==> config.mk <==
export PLATFORM = sky130hd
export DESIGN_NAME = debounce_multi
export DESIGN_NICKNAME = d
export VERILOG_FILES = /design/src/rtl/debounce_pkg.sv /design/src/rtl/debounce_ch.sv /design/src/rtl/debounce_multi.sv
export SDC_FILE = /design/constraint.sdc
export NUM_CORES = 1
export LEC_CHECK = 0
export BUFFER_PORTS_ARGS = -buffer_cell sky130_fd_sc_hd__buf_2
export CORE_ASPECT_RATIO = 0.75
export CORE_MARGIN = 1.5
export CORE_UTILIZATION = 56
export DETAILED_ROUTE_END_ITERATION = 8
export PLACE_DENSITY = 0.77
export SLEW_MARGIN = 25
export SYNTH_ARGS = -nofsm -noshare
export SYNTH_HDL_FRONTEND = slang
export SYNTH_SLANG_ARGS = --single-unit
==> constraint.sdc <==
create_clock -name clk_i -period 5.5 [get_ports clk_i]
set_input_delay 1.65 -clock clk_i [delete_from_list [all_inputs] [get_ports clk_i]]
set_output_delay 1.65 -clock clk_i [all_outputs]
set_load 0.02 [all_outputs]
==> src/rtl/debounce_pkg.sv <==
// debounce_pkg: shared FSM state encodings for the debounce channels
package debounce_pkg;
    typedef logic [1:0] state_t;
    localparam logic [1:0] S_IDLE       = 2'd0;
    localparam logic [1:0] S_HIGH_JUDGE = 2'd1;
    localparam logic [1:0] S_HIGH       = 2'd2;
    localparam logic [1:0] S_LOW_JUDGE  = 2'd3;
endpackage

==> src/rtl/debounce_ch.sv <==
// debounce_ch: one channel -- two-flop synchronizer, debounce FSM, saturating counter, edge pulses
// Ports: clk_i/rst_i clock and sync active-high reset; signal_i raw input; en_i channel enable;
//        debounce_time_i stable time N; signal_o debounced level; rise_pulse_o/fall_pulse_o edge pulses
module debounce_ch
    import debounce_pkg::*;
#(
    parameter int CNT_W = 32
) (
    input  logic             clk_i,
    input  logic             rst_i,
    input  logic             signal_i,
    input  logic             en_i,
    input  logic [CNT_W-1:0] debounce_time_i,
    output logic             signal_o,
    output logic             rise_pulse_o,
    output logic             fall_pulse_o
);
    logic             s1, s2;
    state_t           state, state_nx;
    logic [CNT_W-1:0] cnt, cnt_nx, lim;
    logic             cand, hold, done, sig_nx;
    // cand is the level being judged; hold means s2 still sits at that level
    always_comb begin
        cand     = state == S_HIGH_JUDGE;
        hold     = (cand || state == S_LOW_JUDGE) && s2 == cand;
        lim      = debounce_time_i == '0 ? '0 : debounce_time_i - 1'b1;
        done     = hold && cnt >= lim;
        state_nx = !en_i ? S_IDLE :
                   state == S_IDLE ? (s2 ? S_HIGH_JUDGE : S_IDLE) :
                   state == S_HIGH ? (s2 ? S_HIGH : S_LOW_JUDGE) :
                   done ? (cand ? S_HIGH : S_IDLE) :
                   hold ? state : (cand ? S_IDLE : S_HIGH);
        cnt_nx   = (!en_i || !hold || done) ? '0 : cnt + CNT_W'(~&cnt);
        sig_nx   = state_nx == S_HIGH || state_nx == S_LOW_JUDGE;
    end
    always_ff @(posedge clk_i) begin
        if (rst_i) begin
            s1           <= 1'b0;
            s2           <= 1'b0;
            state        <= S_IDLE;
            cnt          <= '0;
            signal_o     <= 1'b0;
            rise_pulse_o <= 1'b0;
            fall_pulse_o <= 1'b0;
        end else begin
            s1           <= signal_i;
            s2           <= s1;
            state        <= state_nx;
            cnt          <= cnt_nx;
            signal_o     <= sig_nx;
            rise_pulse_o <= sig_nx & ~signal_o;
            fall_pulse_o <= ~sig_nx & signal_o;
        end
    end
endmodule

==> src/rtl/debounce_multi.sv <==
// debounce_multi: CH_NUM independent debounce channels with a shared debounce time
// Ports: clk_i/rst_i clock and sync active-high reset; signal_i raw inputs; en_i per-channel enable;
//        debounce_time_i stable time N; signal_o debounced levels; rise/fall_pulse_o edge pulses;
//        update_pulse_o registered OR of all edge pulses
module debounce_multi #(
    parameter int CH_NUM = 4,
    parameter int CNT_W  = 32
) (
    input  logic              clk_i,
    input  logic              rst_i,
    input  logic [CH_NUM-1:0] signal_i,
    input  logic [CH_NUM-1:0] en_i,
    input  logic [CNT_W-1:0]  debounce_time_i,
    output logic [CH_NUM-1:0] signal_o,
    output logic [CH_NUM-1:0] rise_pulse_o,
    output logic [CH_NUM-1:0] fall_pulse_o,
    output logic              update_pulse_o
);
    genvar i;
    for (i = 0; i < CH_NUM; i++) begin : g_ch
        debounce_ch #(.CNT_W(CNT_W)) u_ch (
            .clk_i           (clk_i),
            .rst_i           (rst_i),
            .signal_i        (signal_i[i]),
            .en_i            (en_i[i]),
            .debounce_time_i (debounce_time_i),
            .signal_o        (signal_o[i]),
            .rise_pulse_o    (rise_pulse_o[i]),
            .fall_pulse_o    (fall_pulse_o[i])
        );
    end
    always_ff @(posedge clk_i) begin
        if (rst_i) update_pulse_o <= 1'b0;
        else update_pulse_o <= |(rise_pulse_o | fall_pulse_o);
    end
endmodule

### Word level (Yosys, flattened, before mapping)

Index checks and enable logic that the tools add are counted.

* bits in registers: 157
* word-level logic and storage cells: 166

* muxes and demuxes: 37
* add/sub/neg operators: 5
* bitwise gates (word level): 17
* reductions and logical operators: 50
* magnitude comparators: 4
* equality and inequality tests: 24

Operators by type and width (number)
* $add 32x1->32: 4
* $ge 32x32->1: 4
* $reduce_and 32->1: 4
* $mux 2: 28
* $eq 2x2->1 const B: 16
* $logic_not 32->1: 1
* $mux 32: 1
* $sub 32x1->32 const B: 1
* $logic_or 1x1->1: 16
* $logic_not 1->1: 12
* $and 1x1->1: 8
* $eq 2x1->1 const B: 4
* $logic_and 1x1->1: 8
* $logic_not 2->1: 4
* $mux 1: 8
* $not 1->1: 8
* $reduce_or 2->1: 4
* $eq 1x1->1: 4
* $or 4x4->4: 1
* $reduce_or 4->1: 1

### Depth between registers and ports, before layout

* depth in word-level cells: 12
* gate-level depth with buffers: 16
* gate-level depth less buffers: 15

### Hierarchy

Synthesis repeated with hierarchy kept, for this count alone.

* cell total of the unflattened synthesis: 1598
* area, all modules: 12520.8 µm²

By module, submodules not included
* debounce_ch (g_ch[0].u_ch ...): sequential area each 780.7 µm², area each 3111.7 µm², cells an instance 398, times used 3
* debounce_ch (g_ch[1].u_ch): sequential area each 780.7 µm², area each 3148.0 µm², cells an instance 400, times used 1
* debounce_multi: sequential area each 20.0 µm², area each 37.5 µm², cells an instance 4, times used 1

### Worst setup path after synthesis

No wires, ideal clock.

* kind: input port to flip-flop
* start: input port debounce_time_i[15]
* end: register g_ch[2].u_ch.rise_pulse_o
* slack: 53 ps
* stages: 13
* data arrival time: 5362 ps
* data required time: 5414 ps
* setup time: 86 ps
* path buffers: 2
* cell sequence: or4_4 > or4_4 > or4_4 > buf_6 > buf_6 > nand2_1 > ha_1 > a211oi_1 > o221ai_1 > a211oi_1 > a31oi_1 > or3b_2 > a211oi_1

* cells in the longest elaborated chain, start to end: 11

Ends and longest elaborated chain
* start: declaration: line debounce_multi.sv:13 `input logic [CNT_W-1:0] debounce_time_i,`
* $sub 32x1->32 / $logic_not 32->1 (equally long branches): line debounce_ch.sv:26 `lim = debounce_time_i == '0 ? '0 : debounce_time_i - 1'b1;`
* $mux 32 *: line debounce_ch.sv:26
* $ge 32x32->1 *: line debounce_ch.sv:27 `done = hold && cnt >= lim;`
* $logic_and 1x1->1 *: line debounce_ch.sv:27
* $mux 2 *: line debounce_ch.sv:31 `done ? (cand ? S_HIGH : S_IDLE) :`
* $mux 2 *: line debounce_ch.sv:30 `state == S_HIGH ? (s2 ? S_HIGH : S_LOW_JUDGE) :`
* $mux 2 *: line debounce_ch.sv:29 `state == S_IDLE ? (s2 ? S_HIGH_JUDGE : S_IDLE) :`
* $mux 2 *: line debounce_ch.sv:28 `state_nx = !en_i ? S_IDLE :`
* $eq 2x2->1: line debounce_ch.sv:34 `sig_nx = state_nx == S_HIGH || state_nx == S_LOW_JUDGE;`
* $logic_or 1x1->1 *: line debounce_ch.sv:34
* $and 1x1->1 *: line debounce_ch.sv:51 `rise_pulse_o <= sig_nx & ~signal_o;`
* end signal: assignment: line debounce_ch.sv:51
* end: declaration: line debounce_ch.sv:15 `output logic rise_pulse_o,`

Every way passes the cells marked *; elsewhere a longest branch is shown, timed or not.
A chain may end at the register's enable or synchronous reset.

### Worst setup path in the final report

* start: input port debounce_time_i[15]
* end: register g_ch[2].u_ch.fall_pulse_o

* cells in the longest elaborated chain, start to end: 12

Ends and longest elaborated chain
* $sub 32x1->32 / $logic_not 32->1 (equally long branches): line debounce_ch.sv:26
* $mux 32 *: line debounce_ch.sv:26
* $ge 32x32->1 *: line debounce_ch.sv:27
* $logic_and 1x1->1 *: line debounce_ch.sv:27
* $mux 2 *: line debounce_ch.sv:31
* $mux 2 *: line debounce_ch.sv:30
* $mux 2 *: line debounce_ch.sv:29
* $mux 2 *: line debounce_ch.sv:28
* $eq 2x2->1: line debounce_ch.sv:34
* $logic_or 1x1->1 *: line debounce_ch.sv:34
* $not 1->1 *: line debounce_ch.sv:52 `fall_pulse_o <= ~sig_nx & signal_o;`
* $and 1x1->1 *: line debounce_ch.sv:52
* end signal: assignment: line debounce_ch.sv:52
* end: declaration: line debounce_ch.sv:16 `output logic fall_pulse_o`

Marks and branches as above.

==> run_results.csv <==
group,metric,value,unit
timing,fin_setup_tns,0,ns
synth,synth_seq_area_share,30.88,%
synth,ys.flop_type,"dfxtp_1",
timing,fin_crit,5.404,ns
min_path,min-delay-start,"g_ch[2].u_ch.s1",
synth,yosys.area.top_type,"dfxtp_1",
timing,fin_hold_ws,0.4389,ns
timing,drv_slew,0,
min_path,hold_class,"register to register",
place,gp_congestion,0.9558,
grt,grt_max_degree,33,
synth,syn-cell-area,10180,um2
worst_setup_path,cp.required,5.89,ns
route,vias,9378,
worst_setup_path,timing.rr.start,"g_ch[3].u_ch.cnt[14]",
place,placed_cells,1589,
grt,gr-total-overflow,0,
final_layout,nNetsFinal,1546,
synth,ys_async_sr_fraction,0,%
worst_setup_path,cp-start-kind,"input port",
timing,hold_violations,0,
die,die_area,19000,um2
route,dr.pass1.iters,5,
final_layout,layout-drive-gt1-share,15.82,%
clocking,cts_root_buf,"clkbuf_16",
route,ant_nets,0,
final_layout,fill_cells,1441,
worst_setup_path,cp.arrival,5.79,ns
route,vias_per_cell,5.785,
timing,period_share,98.26,%
synth,ys_ff_latch,157,
worst_setup_path,cp_common_cell,"or4_4",
place,dp_hpwl,21710,um
flow_run,max-cap-violations,0,
worst_setup_path,rrSetupSlack,2.20,ns
timing,worst_slew_pin_slew,0.8465,ns
pwr,finalPower,2.618,mW
route,first_iter_violations,920,
min_path,min_to,"g_ch[2].u_ch.s2",
grt,antenna_found_initial,0,
die,row_count,42,
worst_setup_path,slowest_stage,"or4_4",
synth,synth_cell_type_count,59,
die,die_y,119.8,um
final_layout,finalNonFillerCells,1621,
clocking,h-tree-depth,4,
grt,grt_pass1_wl,45090,um
clocking,clock-sinks,157,
worst_setup_path,crit_fanout,13,
synth,synth.avg_cell_area,8.349,um2
pwr,leakagePower,4.856,nW
worst_setup_path,reg2reg_depth,13,
worst_setup_path,path_cells,"buf_2, or4_4, or4_4, or4_4, buf_12, nand2_1, ha_1, nand2_1, o21ai_0, a32oi_1, a21boi_0, buf_4, o211ai_1, nor4bb_1, buf_4",
timing,relSlewSlack,43.13,%
grt,grtUsageTotal,30.91,%
synth,synth_top_area_share,30.88,%
clocking,cts_buffers,17,
die,die_w,158.7,um
synth,yosys-top-cells-area,"dfxtp_1 31%, ha_1 17%, nor2_1 7.0%",
synth,synth_fp_nets,1399,
min_path,whs_path_depth,1,
die,initial_core_util,57.47,%
die,core_area,17710,um2
route,detail_route.wl_per_cell,17.49,um
pwr,p_per_area,216.6,nW/um2
clocking,path_clk_slew,0.07,ns
worst_setup_path,max_stage_delay,0.59,ns
timing,finalClockSkew,0.01162,ns
pwr,ir_drop,260.9,uV
route,drc,0,
worst_setup_path,reg2reg_to,"g_ch[3].u_ch.cnt[30]",
grt,grt_pass1_vias,8855,
die,pin_count,55,
timing,max_freq,185.0,MHz
route,wirelength,28350,um
clocking,cts_tree,"done",
synth,synth_enable_flop_cells,0,
clocking,clock_latency,0.44,ns
synth,synth.yosys.warnings,0,
synth,postSynthCellCount,1219,
status,status,"finished clean",
final_layout,syn_to_final_growth,18.76,%
worst_setup_path,endpoint_kind,"register",
clocking,clock_path_buffers,2,
place,port_buffers,54,
timing,setup_violations,0,
worst_setup_path,critical_path_class,"input port to register",
-- cells by family after synthesis --
family	after synthesis	synth area share, %
AO/OA/AOI/OAI	137	8.495
XOR/XNOR	151	12.99
adder cells (fa/ha/maj)	138	16.97
buffers and inverters	70	3.356
flip-flops	157	30.88
AND/OR/NAND/NOR	566	27.31
-- layer usage --
layer  part of all wire, %  up-vias  global-route usage, %
met4                   2.9        0                  11.74
met3                   8.3       66                  6.537
met5                     0        -                      0
met2                    44      366                  47.46
met1                    45     4330                  42.41
li1                      -     4616                      -
-- timing repair --
| action | CTS | global route |
|---|---|---|
| setup buffers | 0 | 0 |
| gates resized for setup | 0 | 14 |
| hold buffers | 0 | 0 |
| endpoints found under the setup margin | 0 | 78 |
-- registers in the layout, indices dropped and copies added (netlist names) --
name / cells
g_ch.u_ch.signal_o: 4
g_ch.u_ch.rise_pulse_o: 4
g_ch.u_ch.s2: 4
update_pulse_o: 1
g_ch.u_ch.fall_pulse_o: 4
g_ch.u_ch.cnt: 128
g_ch.u_ch.state: 8
g_ch.u_ch.s1: 4
-- final cells by class --
class | instances | area (um2) | area share, %
clock buffer | 18 | 429.2 | 3.551
clock inverter | 13 | 190.2 | 1.573
tap | 242 | 302.8 | 2.505
multi-input combinational | 992 | 6740 | 55.77
sequential | 157 | 3143 | 26.00
inverter | 36 | 135.1 | 1.118
timing repair buffer | 162 | 1144 | 9.462
antenna | 1 | 2.502 | 0.02070
-- worst max-delay path by stage --
stage,startpoint,end,slack (ns)
floorplan,debounce_time_i[15],g_ch[2].u_ch.rise_pulse_o,0.05
global placement,debounce_time_i[15],g_ch[0].u_ch.rise_pulse_o,-0.23
detailed placement,debounce_time_i[15],g_ch[0].u_ch.fall_pulse_o,-0.31
CTS,debounce_time_i[15],g_ch[2].u_ch.fall_pulse_o,0.04
global route,debounce_time_i[15],g_ch[2].u_ch.fall_pulse_o,-0.02
finish,debounce_time_i[15],g_ch[2].u_ch.fall_pulse_o,0.1
-- cells in the mapped netlist, drive strengths merged, types with 14 or more instances --
master and count:
nand3 60, dfxtp 157, xnor2 75, inv 36
a21oi 56, nand2 111, buf 20, o21ai 24
and3 21, xor2 76, ha 138, nor3 30
nor2 190, nand4 60, nor2b 15, clkbuf 14
nor4 19
-- worst max-delay path: cells and delay by family --
family | cells | cell delay [ns]
buffers and inverters | 4 | 0.65
and+or+nand+nor | 6 | 2.33
AOI/OAI and AO/OA | 4 | 0.83
adders and majority gates | 1 | 0.33
-- stage by stage --
stage	utilization, %	cell area, um2	worst slack (ns)
2_1_floorplan	-	10180	0.05277
3_3_place_gp	64.47	11420	-0.2329
3_5_place_dp	64.47	11420	-0.3076
4_1_cts	67.97	12040	0.04469
5_1_grt	68.24	12080	-0.01934
6_report	68.25	12090	0.09568
-- power by group --
| group | total, mW | switching, mW | internal (mW) |
|---|---|---|---|
| logic | 0.206 | 0.116 | 0.0910 |
| clock network | 1.27 | 0.508 | 0.761 |
| registers | 1.14 | 0.00204 | 1.14 |
| total | 2.62 | 0.626 | 1.99 |
-- cells in the final DEF (no fill, tap or decap), drive strengths merged, types with 5 or more instances in the layout --
master	instances
nor2	190
buf	162
dfxtp	157
ha	138
nand2	111
xor2	76
xnor2	75
nand4	60
nand3	60
a21oi	56
inv	38
nor3	30
o21ai	24
and3	21
nor4	19
clkbuf	18
nor2b	15
and4	11
or4	11
a211oi	9
nand2b	6
o211ai	6
a21boi	6
and2	6
clkinv	6
nand3b	5
o31ai	5
a221oi	5
(Power assumes the default switching activity.)
